`config.mk`:
```
export PLATFORM = sky130hd
export DESIGN_NAME = multicycle_control
export DESIGN_NICKNAME = d
export VERILOG_FILES = /design/src/rtl/multicycle_control.sv
export SDC_FILE = /design/constraint.sdc
export NUM_CORES = 1
export LEC_CHECK = 0
export CORE_MARGIN = 2
export CORE_UTILIZATION = 45
export CTS_BUF_LIST = sky130_fd_sc_hd__clkbuf_8 sky130_fd_sc_hd__clkbuf_16
export CTS_CLUSTER_DIAMETER = 200
export DETAILED_ROUTE_END_ITERATION = 6
export HOLD_SLACK_MARGIN = 0.08
export PLACE_DENSITY = 0.79
export SETUP_SLACK_MARGIN = 0.5
export SKIP_CTS_REPAIR_TIMING = 1
export SYNTH_ARGS = -nofsm -noshare
export SYNTH_HDL_FRONTEND = slang
export SYNTH_SLANG_ARGS = --single-unit
```
`constraint.sdc`:
```
create_clock -name clk_i -period 1.95 [get_ports clk_i]
set_input_delay 0.2925 -clock clk_i [delete_from_list [all_inputs] [get_ports clk_i]]
set_output_delay 0.2925 -clock clk_i [all_outputs]
set_load 0.005 [all_outputs]
```
`src/rtl/multicycle_control.sv`:
```
// multicycle_control
//   Sequencing FSM for the multi-cycle RV32I-subset core. It walks each
//   instruction through fetch / decode / execute / memory / writeback over a
//   shared memory port. It waits on the memory ready handshake. Illegal
//   encodings and memory timeouts send it to an absorbing FAULT state.
//
// Ports
//   clk_i, rst_i          clock (rising edge), async active-low reset
//   opcode_i, funct3_i    IR fields, stable from DECODE onward
//   br_taken_i            datapath compare result for branch_type_o
//   mem_ready_i           memory finishes the current access this cycle
//   pc_write_o/pc_src_o   PC load enable / PC source select
//   ir_write_o            IR/oldPC load enable
//   iord_o                memory address select (0 = PC, 1 = ALU)
//   mem_read_o/mem_write_o memory strobes
//   reg_write_o/mem_to_reg_o register write enable / writeback source
//   alu_src_b_o/alu_op_o  ALU operand-B select / ALU operation class
//   branch_type_o         beq/bne/blt/bge select for the comparator
//   state_o               current state, for debug
//   illegal_o, timeout_o  sticky fault flags
module multicycle_control #(
    parameter int MEM_TIMEOUT = 15,
    parameter bit ENABLE_JUMP = 1'b1
) (
    input  logic       clk_i,
    input  logic       rst_i,
    input  logic [6:0] opcode_i,
    input  logic [2:0] funct3_i,
    input  logic       br_taken_i,
    input  logic       mem_ready_i,
    output logic       pc_write_o,
    output logic [1:0] pc_src_o,
    output logic       ir_write_o,
    output logic       iord_o,
    output logic       mem_read_o,
    output logic       mem_write_o,
    output logic       reg_write_o,
    output logic [1:0] mem_to_reg_o,
    output logic       alu_src_b_o,
    output logic [1:0] alu_op_o,
    output logic [1:0] branch_type_o,
    output logic [3:0] state_o,
    output logic       illegal_o,
    output logic       timeout_o
);

    localparam logic [6:0] OP_R     = 7'b0110011;
    localparam logic [6:0] OP_I     = 7'b0010011;
    localparam logic [6:0] OP_LOAD  = 7'b0000011;
    localparam logic [6:0] OP_STORE = 7'b0100011;
    localparam logic [6:0] OP_BR    = 7'b1100011;
    localparam logic [6:0] OP_JAL   = 7'b1101111;
    localparam logic [6:0] OP_JALR  = 7'b1100111;

    localparam int CNT_W = (MEM_TIMEOUT > 0) ? $clog2(MEM_TIMEOUT + 1) : 1;

    typedef enum logic [3:0] {
        FETCH   = 4'd0,
        DECODE  = 4'd1,
        EXEC_R  = 4'd2,
        EXEC_I  = 4'd3,
        ALU_WB  = 4'd4,
        ADDR    = 4'd5,
        MEM_RD  = 4'd6,
        LOAD_WB = 4'd7,
        MEM_WR  = 4'd8,
        BRANCH  = 4'd9,
        JUMP    = 4'd10,
        FAULT   = 4'd15
    } state_t;

    // Moore control word, registered alongside the state.
    typedef struct packed {
        logic       pc_write;
        logic [1:0] pc_src;
        logic       iord;
        logic       mem_read;
        logic       mem_write;
        logic       reg_write;
        logic [1:0] mem_to_reg;
        logic       alu_src_b;
        logic [1:0] alu_op;
        logic [1:0] branch_type;
    } ctl_t;

    state_t           state, nxt;
    ctl_t             ctl_q;
    logic [CNT_W-1:0] cnt;
    logic             illegal_q, timeout_q;
    logic             set_ill, set_to, wait_st, to_hit;

    // Control word for a given state. IR fields are stable from DECODE on,
    // so sampling them on the edge into BRANCH/JUMP is safe.
    function automatic ctl_t ctl_of(input state_t s, input logic [6:0] op,
                                    input logic [2:0] f3);
        ctl_t c;
        c = '0;
        case (s)
            FETCH:   c.mem_read = 1'b1;
            EXEC_R:  c.alu_op = 2'b10;
            EXEC_I:  begin c.alu_op = 2'b11; c.alu_src_b = 1'b1; end
            ALU_WB:  c.reg_write = 1'b1;
            ADDR:    c.alu_src_b = 1'b1;
            MEM_RD:  begin c.mem_read = 1'b1; c.iord = 1'b1; end
            LOAD_WB: begin c.reg_write = 1'b1; c.mem_to_reg = 2'b01; end
            MEM_WR:  begin c.mem_write = 1'b1; c.iord = 1'b1; end
            BRANCH: begin
                c.alu_op      = 2'b01;
                c.pc_src      = 2'b01;
                // 000/001/100/101 -> 00/01/10/11
                c.branch_type = {f3[2], f3[0]};
            end
            JUMP: begin
                c.reg_write  = 1'b1;
                c.mem_to_reg = 2'b10;
                c.pc_write   = 1'b1;
                c.pc_src     = (op == OP_JALR) ? 2'b10 : 2'b01;
            end
            default: c = '0;
        endcase
        return c;
    endfunction

    // Next-state logic.
    always_comb begin
        nxt     = state;
        set_ill = 1'b0;
        set_to  = 1'b0;
        wait_st = (state == FETCH) || (state == MEM_RD) || (state == MEM_WR);
        to_hit  = (MEM_TIMEOUT > 0) && wait_st && !mem_ready_i &&
                  (cnt == CNT_W'(MEM_TIMEOUT));
        case (state)
            FETCH:  if (mem_ready_i) nxt = DECODE;
            DECODE: begin
                case (opcode_i)
                    OP_R:              nxt = EXEC_R;
                    OP_I:              nxt = EXEC_I;
                    OP_LOAD, OP_STORE: nxt = ADDR;
                    OP_BR: begin
                        if (funct3_i == 3'b000 || funct3_i == 3'b001 ||
                            funct3_i == 3'b100 || funct3_i == 3'b101)
                            nxt = BRANCH;
                        else
                            nxt = FAULT;
                    end
                    OP_JAL, OP_JALR:   nxt = ENABLE_JUMP ? JUMP : FAULT;
                    default:           nxt = FAULT;
                endcase
                set_ill = (nxt == FAULT);
            end
            EXEC_R, EXEC_I: nxt = ALU_WB;
            ALU_WB:  nxt = FETCH;
            ADDR:    nxt = (opcode_i == OP_LOAD) ? MEM_RD : MEM_WR;
            MEM_RD:  if (mem_ready_i) nxt = LOAD_WB;
            LOAD_WB: nxt = FETCH;
            MEM_WR:  if (mem_ready_i) nxt = FETCH;
            BRANCH:  nxt = FETCH;
            JUMP:    nxt = FETCH;
            default: nxt = FAULT;
        endcase
        // Only reachable with ready low, so a same-cycle ready always wins.
        if (to_hit) begin
            nxt    = FAULT;
            set_to = 1'b1;
        end
    end

    always_ff @(posedge clk_i or negedge rst_i) begin
        if (!rst_i) begin
            state     <= FETCH;
            ctl_q     <= ctl_of(FETCH, 7'd0, 3'd0);
            cnt       <= '0;
            illegal_q <= 1'b0;
            timeout_q <= 1'b0;
        end else begin
            state     <= nxt;
            ctl_q     <= ctl_of(nxt, opcode_i, funct3_i);
            illegal_q <= illegal_q | set_ill;
            timeout_q <= timeout_q | set_to;
            // Any state change (entry to a wait state included) restarts the
            // count; self-loops in a wait state count stalled cycles.
            if (nxt != state)
                cnt <= '0;
            else if (wait_st && !mem_ready_i)
                cnt <= cnt + 1'b1;
        end
    end

    // Strobes are gated by rst_i so nothing writes while reset is held,
    // including the FETCH Mealy path, which would otherwise follow
    // mem_ready_i during reset.
    logic fetch_go;
    assign fetch_go = rst_i && (state == FETCH) && mem_ready_i;

    assign ir_write_o    = fetch_go;
    assign pc_write_o    = fetch_go ||
                           (rst_i && (ctl_q.pc_write ||
                                      ((state == BRANCH) && br_taken_i)));
    assign pc_src_o      = ctl_q.pc_src;
    assign iord_o        = ctl_q.iord;
    assign mem_read_o    = rst_i && ctl_q.mem_read;
    assign mem_write_o   = rst_i && ctl_q.mem_write;
    assign reg_write_o   = rst_i && ctl_q.reg_write;
    assign mem_to_reg_o  = ctl_q.mem_to_reg;
    assign alu_src_b_o   = ctl_q.alu_src_b;
    assign alu_op_o      = ctl_q.alu_op;
    assign branch_type_o = ctl_q.branch_type;
    assign state_o       = state;
    assign illegal_o     = illegal_q;
    assign timeout_o     = timeout_q;

endmodule

```
==> metrics.txt <==
Top delay family on crit path simple AND/OR/NAND/NOR gates; most frequent cell after synthesis dfrtp_1; Critical Path RT 2.15 ns; cell mode on critical path buf_4; MaxCap Viol Count 0; Synth Cell Area 1510 sq um; Unique masters post-synth 54; max incr delay on CP 0.57 ns; gr usage total 0.212; area fraction in compound gates after synthesis 0.169; pwr dens 360 nW/um^2; Clock Path Buffers 2; Detailed Place HPWL 3.05 mm; final total power 0.000937 W; critical path endpoint category flop; Die Span Y 61.9 um; final WL 4.91 mm; drt drc 0; Commonest cells post-synth 23 x dfrtp_1, 11 x buf_4, 9 x inv_1, 9 x nor2_1; post-synthesis cell count 148; Post-Synth Adder-Cell Area 0.00831; Peak supply drop 347 uV; Crit Path Class input pin to flop; Syn Area/Cell a little over 10 sq um; reg2reg end cnt[0]$_DFFE_PN0P_; core area 3280 sq um; Max Freq roughly 460 MHz; R2R setup slack -0.15 ns; vias per cell 5.41; xor/xnor cell area share of the yosys netlist 0.0233; top cells by area, synth dfrtp_1 38%, buf_4 5.5%, nor4b_2 4.0%; Num CTS Buffers 3; r2r startpoint state_o[3]$_DFF_PN0_; number of flops mapped to enable cells by yosys 0; RSZ-0062 raised after global routing true; Seq cells post-synth 24; min-delay worst type input pin to asynchronous set/reset pin; Synth async-reset ratio 1.00; yosys warns 0; wire length per cell 17.8 um; FILL cells 188; routability cong. 0.883; htree depth 1; Setup violations, final 16; Worst-path clk slew around 0.08 ns; Worst setup SP type input pin; Tcrit/Tclk final 1.11; Nets 246; starting density of the core 0.459; Remaining Overflow, GRT 0; final worst clock skew 0.00492 ns; worst slew pin tran 0.570 ns; area delta synth->final 72.9%; WP data arrival 2.37 ns; Routed Antenna Nets 0; syn_nets 163; worst reg2reg path depth 7; Critical path buffers and inverters 4; predominant post-synthesis flop cell dfrtp_1; CTS tree done; initial DRC count 55; Max-slew headroom 0.616; combinational family with the most area after synthesis simple AND/OR/NAND/NOR gates; critical path's slowest cell or4b_4; ant diodes 0; Final WS setup -0.212 ns; first-pass GRT wire length between 5 and 6 mm; vias in the first global route approximately 1300; Leak 1.27 nW; DIE WIDTH 61.9 um; Post-Route Hold Slack 0.124 ns; multiplexer share of the synthesized area 0.00664; Yosys top cell area share 0.382; initial antenna violation count 0; status finished, violations left; Max FO, Critical Path 4; largest net degree at the start of global routing 17; minimum clock period 2.16 ns; share of the yosys chip area belonging to registers 0.400; IO buf count 34; critical path, cell by cell clkdlybuf4s50_1 > buf_4 > inv_1 > a31oi_1 > nor3b_2 > buf_4 > nand3b_4 > or4b_4 > nand2_1; CTS root buf clkbuf_8; row cnt 21; Slew Limit Fails 0; Simple-Gate Fraction of Synth Area 0.306; clock tree sinks 24; failing checks negative setup slack; clk_lat worst skew about 0.26 ns; First-pass DRT Iterations 5; total number of vias 1492; Die ar. 3830 sq um; Hold Violations, Final 0; area leader, netlist dfrtp_1; layout cells sized above 1 0.496; Top Ports 35
[worst max path at each step]
stage	start	end	slack, ns	depth (start not counted)
after floorplan	state_o[1]$_DFF_PN0_	pc_src_o[1]$_DFF_PN0_	-0.02	6
after global placement	opcode_i[4]	pc_src_o[0]$_DFF_PN0_	-0.35	8
after detailed placement	opcode_i[4]	pc_src_o[0]$_DFF_PN0_	-0.47	8
after CTS	state_o[3]$_DFF_PN0_	ir_write_o	-0.30	5
after global routing	state_o[3]$_DFF_PN0_	cnt[0]$_DFFE_PN0P_	-0.26	8
final	opcode_i[6]	ctl_q[7]$_DFF_PN0_	-0.21	9
[cell type report]
class / count / area, sq um / share of cell area
sequential: 24 / 606 / 0.232
tap: 46 / 57.6 / 0.0221
clock buffer: 4 / 55.1 / 0.0211
multi-input combinational: 102 / 982 / 0.377
timing repair buffer: 91 / 871 / 0.334
inverter: 9 / 33.8 / 0.0130
[power by group]
part           leakage (nW)  internal [W]  switching (W)
Clock                0.0288      0.000180       0.000152
Sequential            0.310      0.000501     0.00000227
Combinational         0.930     0.0000542      0.0000467
Total                  1.27      0.000736       0.000201
[layer usage]
metal / routed length (um) / GRT usage / vias to the layer above / part of all wire
met5: 0 / 0 / - / 0
met4: 125 / 0.0517 / 0 / 0.025
met3: 251 / 0.0393 / 17 / 0.051
met2: 2480 / 0.371 / 57 / 0.50
met1: 2060 / 0.270 / 736 / 0.42
li1: - / - / 682 / -
[layout by cell type, fill, tap and decap left out, types with 2 or more instances in the layout]
master / n
nand3_1: 3
nor3_1: 2
inv_1: 8
nor3b_2: 2
dfrtp_2: 3
clkdlybuf4s50_1: 19
nand2_1: 5
nor4b_4: 3
dlymetal6s2s_1: 13
nor2_2: 3
buf_4: 41
clkbuf_8: 4
and2_1: 5
nand2_2: 3
a21oi_1: 4
dfrtp_1: 20
nand2b_1: 4
o21ai_1: 2
nand2b_4: 2
nand3_2: 3
xnor2_1: 2
nor4b_2: 3
buf_12: 2
buf_6: 12
nor2_1: 7
nor2b_1: 2
or2_4: 2
and3_4: 2
or3b_1: 2
o31ai_4: 2
and4bb_2: 2
o21ai_0: 5
[cell families (layout without fill, tap and decap cells)]
kind of cell | after synthesis | after routing
and+or+nand+nor | 66 | 66
AOI/OAI and AO/OA | 30 | 30
xor gates and xnor gates | 4 | 4
adders and majority gates | 1 | 1
buffers and inverters | 22 | 104
DFF | 24 | 24
muxes | 1 | 1
[sequential cells by signal (all words and copies together) (netlist names)]
name	cells
illegal_o	1
ctl_q	4
state_o	4
alu_op_o	2
pc_src_o	2
alu_src_b_o	1
cnt	4
iord_o	1
timeout_o	1
mem_to_reg_o	2
branch_type_o	2
[stage by stage]
| step | utilization | instance area [sq um] | setup TNS [ns] | worst slack, ns | instances |
|---|---|---|---|---|---|
| finish | 0.793 | 2610 | -2.44 | -0.212 | 276 |
| CTS | 0.657 | 2160 | -2.43 | -0.304 | 253 |
| global route | 0.793 | 2610 | -3.35 | -0.263 | 276 |
| detailed placement | 0.640 | 2100 | -6.55 | -0.467 | 249 |
| global placement | 0.640 | 2100 | -4.98 | -0.347 | 249 |
| floorplan | - | 1550 | -0.113 | -0.0250 | 148 |
No activity file was read; power rests on OpenSTA's default activity.
